==> config.mk <==
export PLATFORM = sky130hd
export DESIGN_NAME = mul_rr_sched
export DESIGN_NICKNAME = d
export VERILOG_FILES = /design/src/rtl/mul_rr_sched.sv
export SDC_FILE = /design/constraint.sdc
export NUM_CORES = 1
export LEC_CHECK = 0
export ABC_AREA = 1
export CORE_AREA = 2 2 155 157
export CTS_CLUSTER_SIZE = 20
export DETAILED_ROUTE_END_ITERATION = 16
export DIE_AREA = 0 0 157 159
export SYNTH_ARGS = -nofsm -noshare
export SYNTH_HDL_FRONTEND = slang
export SYNTH_SLANG_ARGS = --single-unit
export TNS_END_PERCENT = 1
==> constraint.sdc <==
create_clock -name clk -period 5.07 [get_ports clk]
set_input_delay 0.507 -clock clk [delete_from_list [all_inputs] [get_ports clk]]
set_output_delay 0.507 -clock clk [all_outputs]
set_load 0.02 [all_outputs]
==> src/rtl/mul_rr_sched.sv <==
// rtl/mul_rr_sched.sv - round-robin scheduler sharing one pipelined FP32 multiplier among NUM_REQ requesters
// Optional MUL_RR_SCHED_STATS_EN adds stat_issued/stat_stall counters.
module mul_rr_sched #(
  parameter int NUM_REQ = 4,
  parameter int ID_W    = 2,
  parameter int MUL_LAT = 3
) (
  input  logic                 clk,
  input  logic                 rst_n,
  input  logic                 sched_en,
  input  logic [NUM_REQ-1:0]   req_valid,
  input  logic [NUM_REQ*32-1:0] req_a,
  input  logic [NUM_REQ*32-1:0] req_b,
  output logic [NUM_REQ-1:0]   req_ready,
  output logic [63:0]          mul_in,
  output logic                 mul_stb,
  input  logic [31:0]          mul_z,
  input  logic                 mul_z_stb,
  output logic [NUM_REQ-1:0]   res_valid,
  output logic [31:0]          res_z,
  output logic                 busy,
  output logic                 err_sync
`ifdef MUL_RR_SCHED_STATS_EN
  ,
  output logic [31:0]          stat_issued,
  output logic [31:0]          stat_stall
`endif
);

  typedef enum logic [1:0] {IDLE, RUN, DRAIN} state_t;

  localparam int HOLD_W = $clog2(MUL_LAT + 2);
  localparam logic [HOLD_W-1:0] HOLD_INIT = HOLD_W'(MUL_LAT + 1);

  state_t            state, state_nx;
  logic [ID_W-1:0]   rr_ptr, gnt_id, cand;
  logic              gnt, pending;
  logic [31:0]       sel_a, sel_b;
  logic [HOLD_W-1:0] holdoff;

  // Stage 0 is loaded alongside mul_stb; stage MUL_LAT lines up with mul_z_stb.
  logic [MUL_LAT:0]  tag_v;
  logic [ID_W-1:0]   tag_id [MUL_LAT+1];

  // Reverse scan so the candidate closest to rr_ptr is the last one written.
  always_comb begin
    gnt    = 1'b0;
    gnt_id = '0;
    cand   = '0;
    sel_a  = '0;
    sel_b  = '0;
    for (int k = NUM_REQ - 1; k >= 0; k--) begin
      cand = ID_W'((int'(rr_ptr) + k) % NUM_REQ);
      if (req_valid[cand]) begin
        gnt    = 1'b1;
        gnt_id = cand;
      end
    end
    if (state != RUN) gnt = 1'b0;
    req_ready = gnt ? (NUM_REQ'(1) << gnt_id) : '0;
    for (int k = 0; k < NUM_REQ; k++) begin
      if (gnt_id == ID_W'(k)) begin
        sel_a = req_a[32*k +: 32];
        sel_b = req_b[32*k +: 32];
      end
    end
  end

  assign pending = gnt | (|tag_v[MUL_LAT-1:0]);

  always_comb begin
    state_nx = state;
    case (state)
      IDLE:    if (sched_en) state_nx = RUN;
      RUN:     if (!sched_en) state_nx = pending ? DRAIN : IDLE;
      DRAIN:   if (sched_en) state_nx = RUN;
               else if (!pending) state_nx = IDLE;
      default: state_nx = IDLE;
    endcase
  end

  always_ff @(posedge clk or negedge rst_n) begin
    if (!rst_n) begin
      tag_v <= '0;
      for (int k = 0; k <= MUL_LAT; k++) tag_id[k] <= '0;
    end else begin
      tag_v     <= {tag_v[MUL_LAT-1:0], gnt};
      tag_id[0] <= gnt_id;
      for (int k = 1; k <= MUL_LAT; k++) tag_id[k] <= tag_id[k-1];
    end
  end

  always_ff @(posedge clk or negedge rst_n) begin
    if (!rst_n) begin
      state     <= IDLE;
      rr_ptr    <= '0;
      mul_in    <= '0;
      mul_stb   <= 1'b0;
      res_valid <= '0;
      res_z     <= '0;
      busy      <= 1'b0;
      err_sync  <= 1'b0;
      holdoff   <= HOLD_INIT;
    end else begin
      state   <= state_nx;
      busy    <= (state != IDLE) | (|tag_v);
      mul_stb <= gnt;
      if (gnt) begin
        mul_in <= {sel_a, sel_b};
        rr_ptr <= ID_W'((int'(gnt_id) + 1) % NUM_REQ);
      end
      res_valid <= '0;
      if (tag_v[MUL_LAT] && mul_z_stb) begin
        res_valid <= NUM_REQ'(1) << tag_id[MUL_LAT];
        res_z     <= mul_z;
      end
      // Strobes from operations issued before reset may still be emerging.
      if (holdoff != '0) holdoff <= holdoff - HOLD_W'(1);
      else if (tag_v[MUL_LAT] != mul_z_stb) err_sync <= 1'b1;
    end
  end

`ifdef MUL_RR_SCHED_STATS_EN
  always_ff @(posedge clk or negedge rst_n) begin
    if (!rst_n) begin
      stat_issued <= '0;
      stat_stall  <= '0;
    end else begin
      if (gnt) stat_issued <= stat_issued + 32'd1;
      if ((|req_valid) && !gnt && (stat_stall != '1)) stat_stall <= stat_stall + 32'd1;
    end
  end
`endif

endmodule

### After elaboration in Yosys (flattened, before gate mapping)

Cells that the tools add are included.
Widths: inputs -> output; s select.

* register bits after elaboration: 122
* bits in latches: 0
* memory bits (writable): 0
* memory bits (read-only): 0
* input bits: 296
* word-level logic and storage cells: 80
* memories kept: 0

* $add $sub $neg: 5
* $mul: 0
* div/mod/pow operators: 0
* magnitude comparators: 4
* equal/unequal tests: 10
* shift operators: 2
* multiplexer cells: 33
* bitwise operators: 3
* reductions and logical operators: 9

Operators with widths (count)
* $mux 32: 8
* $mux 2: 9
* $lt 2x3->1 const B: 4
* $mux 1: 9
* $bmux 1 s2: 4
* $mux 4: 2
* $shl 1x2->4 const A: 2
* $eq 2x2->1 const B: 3
* $pmux 2 s3: 1
* $add 2x1->2 const B: 2
* $add 2x2->2 const B: 2
* $eq 2x1->1 const B: 2
* $logic_not 2->1: 2
* $ne 2x2->1 const B: 2
* $reduce_or 4->1: 1
* $ne 3x3->1 const B: 1
* $reduce_and 3->1: 1
* $reduce_bool 3->1: 1
* $reduce_or 3->1: 1
* $sub 3x1->3 const B: 1
* $ne 2x1->1 const B: 1
* $or 1x1->1: 2
* $reduce_and 2->1: 1
* $reduce_bool 2->1: 1
* 3 further kinds: 3

### Depth between registers and ports, before layout

* word-level depth: 12
* mapped depth: 20
* gate-level depth less buffers: 18

### Least setup slack after synthesis

Ideal clock, no wire load.

* path type: input to output
* start point: in req_valid[3]
* end point: out req_ready[3]
* arrival: 2.117 ns
* setup slack: 2.446 ns
* cell stages on the path: 11
* path through: inv_1 -> o21ai_1 -> nand2_1 -> o21ai_0 -> a31oi_1 -> inv_1 -> ha_1 -> buf_2 -> clkbuf_1 -> inv_1 -> nor2_1

* word-level cells in the longest chain between the ends: 8

Ends and longest elaborated chain
* start: declaration: line 11 `input logic [NUM_REQ-1:0] req_valid,`
* $bmux 1 s2: line 54 `if (req_valid[cand]) begin`
* $mux 1 (not written as such): line 54
* $mux 2 (3 in series): line 54
* $mux 2 *: line 54
* named net gnt_id[1]: line 36 `logic [ID_W-1:0] rr_ptr, gnt_id, cand;`
* $shl 1x2->4 *: line 60 `req_ready = gnt ? (NUM_REQ'(1) << gnt_id) : '0;`
* $mux 4 *: line 60
* end: declaration: line 14 `output logic [NUM_REQ-1:0] req_ready,`

The timed path passes the listed nets; every way through them passes the cells marked *. The select of a mux whose other input is x is not followed.

### Worst setup path in the final report

* start point: reg rr_ptr[0]
* end point: out req_ready[1]

* word-level cells in the longest chain between the ends: 9

Ends and longest elaborated chain
* start: declaration: line 36
* start signal: assignment: line 110 `rr_ptr <= ID_W'((int'(gnt_id) + 1) % NUM_REQ);`
* $add 2x2->2: line 53 `cand = ID_W'((int'(rr_ptr) + k) % NUM_REQ);`
* $bmux 1 s2: line 54
* $mux 1 (not written as such): line 54
* $mux 2 (3 in series): line 54
* $mux 2 *: line 54
* named net gnt_id[0]: line 36
* $shl 1x2->4 *: line 60
* $mux 4 *: line 60

Marked as above.

==> results.cfg <==
[synthesis]
yosys_warnings = 0
synth.largest_area_cell = dfrtp_1
ys_types = 27
ys.flop_type = dfrtp_1
syn-instance-count = 952
syn_area_sq_um = 6580
synth-seq-area-share_pct = 46.0
postSynthAreaPerCell_sq_um = 6.91
synth.ff_latch_count = 121
yosysMostFrequentCell = nand2_1
synth_fp_nets = 1255
synthTopCellsByCount = 504 x nand2_1, 120 x dfrtp_1, 90 x o21ai_0
synth_area_leaders = dfrtp_1 46%, nand2_1 29%, o21ai_0 6.8%
async_reset_ff_share_pct = 100
synth_top_area_share_pct = 45.6
synth_edf_count = 0

[sta]
slew_viol_final = 0
setup_viol = 0
timing.fmax_mhz = 257
period_share_pct = 76.8
fin_crit_ps = 3890
finalSetupTns_ps = 0
max-slew-margin-rel_pct = 28.3
rsz0062_at_grt = no
worstMarginPinSlew_ps = 1070
final.setup_skew_ps = 6.06
hold_viol_final = 0
setup_ws_ps = 1180

[grt]
grt_pass1_vias = 7369
grt_pass1_wl_um = 40700
grt_max_degree = 69
overflow = 0
antenna_found_initial = 1
track_usage_pct = 21.2

[worst_setup_path]
cp_top_family = buffers and inverters
cp_common_cell = nand2_1
startpoint = rr_ptr[0]
required_ps = 4560
crit_path_end_kind = output port
rr_worst_depth = 16
rr_endpoint = mul_in[59]
cp_max_fo = 29
r2r_slack_ps = 1630
crit_slowest_cell = ha_2
worst-path-buf-inv = 4
cpPeakStageDelay_ps = 710
critPathArrivalTime_ps = 3390
cp-start-kind = register
crit_type = register to output port
reg2reg_from = rr_ptr[0]
cp_cell_sequence = inv_2, nand2_1, nand2_2, o21ai_0, inv_1, nand2_1, nand2_1, nand2_1, ha_2, inv_1, nor2_1, clkdlybuf4s50_1

[clock_network]
cts.clk_slew.worst_paths_ps = 60
cts_setup_buffers = 0
insertion_delay_ps = 420
ctsResizeCount = 0
cts_buffer_depth = 2
cts_tree = yes
cts_max_level = 4
ctsHoldBuffers = 0
root_buffer = clkbuf_16
cts.sinks = 121
cts_made_buffers = 17

[place]
dp_slack_ps = 1210
post-dp-hpwl_um = 19400
gp_congestion = 0.845
numPortBuffers = 402

[detailed_routing]
ant_nets = 0
drc = 0
first_pass_iters = 4
wirelength_um = 27100
via_per_inst = 4.54
dr.first_iter.drc_count = 314
route.vias.total = 7503
wl_per_cell_um = 16.4

[layout]
multi_input_area_sq_um = 3190
area_growth_pct = 73.6
fin_nets = 1624
n_fill_cell = 2328
regArea_sq_um = 3030
drive_above_1_share_pct = 4.35

[die]
boundaryPins = 403
dieHeight_um = 159
dieArea_sq_um = 25000
core_area_sq_um = 23200
num_rows = 56
start_util_pct = 28.4
die_w_um = 157

[flow_run]
drv_cap = 0

[worst_hold_path]
min-delay-path-class = input port to asynchronous set/reset pin

[power]
power_leakage_nw = 5.19
powerDensity_nw_per_um2 = 697
irDropWorstVdd_uv = 492
power_w = 0.00796

[status]
status = completed
-- report_power, final --
group          internal, W  switching (W)  leakage (nW)
logic              0.00195        0.00320          3.39
registers          0.00135       0.000214          1.52
clock network     0.000746       0.000508         0.290
-- metal layers --
metal  vias up  track usage, %  wire (um)
met3        22            5.88       2090
li1       3760               -          -
met5         -               0          0
met2       287            38.4      13500
met4         0            5.46        398
met1      3434            24.5      11000
-- state kept, by name (all words and copies together), names as in the netlist --
signal,cells
tag_v,4
res_valid,4
mul_in,64
state,2
tag_id,8
res_z,32
holdoff,3
rr_ptr,2
err_sync,1
busy,1
-- cell families after synthesis --
logic type      share of synthesized area [%]
flops                                    46.0
buf+inv                                  5.84
simple gates                             30.9
fa+ha+maj                                1.33
compound gates                           15.5
xor+xnor                                0.399
-- stage by stage --
step | std cells | hold slack (ps) | instance area, sq um | util, %
floorplan | 952 | 211 | 6580 | -
global placement | 1621 | 332 | 10800 | 46.6
detailed placement | 1621 | 335 | 10800 | 46.6
CTS | 1653 | 41.1 | 11400 | 49.2
global route | 1654 | 53.7 | 11400 | 49.3
finish | 1654 | 42.3 | 11400 | 49.3
-- layout make-up --
cell class                 count  area share (%)
sequential                   121            26.5
timing repair buffer         414            36.0
clock buffer                  17            3.72
tap                          319            3.49
antenna                        1          0.0219
inverter                      23           0.756
clock inverter                15            1.58
multi-input combinational    744            27.9
-- placed cells by master, fill, tap and decap left out, types with 2 or more instances in the layout --
cell	n
a21oi_1	66
buf_4	13
bufinv_16	2
clkbuf_16	17
clkdlybuf4s50_1	401
clkinvlp_4	3
dfrtp_1	120
ha_1	4
ha_2	2
inv_1	19
inv_2	3
inv_6	6
inv_8	4
nand2_1	504
nand3_1	7
nor2_1	11
nor3_1	5
o21ai_0	90
o21ai_1	43
xnor2_1	2
-- worst max path at each step --
stage / endpoint / slack (ps) / cells past startpoint
4_1_cts: req_ready[1] / 1130 / 12
3_5_place_dp: req_ready[1] / 1210 / 11
3_3_place_gp: req_ready[1] / 1290 / 13
2_1_floorplan: req_ready[3] / 2450 / 11
6_report: req_ready[1] / 1180 / 12
5_1_grt: req_ready[1] / 930 / 12
-- worst register-to-register path, delay by kind of cell, from the launching register on --
kind / cells / cell delay [ps]
simple gates: 8 / 760
buf+inv: 3 / 730
compound gates: 4 / 610
flops: 1 / 580
fa+ha+maj: 1 / 710
No activity file was read; power rests on OpenSTA's default activity.
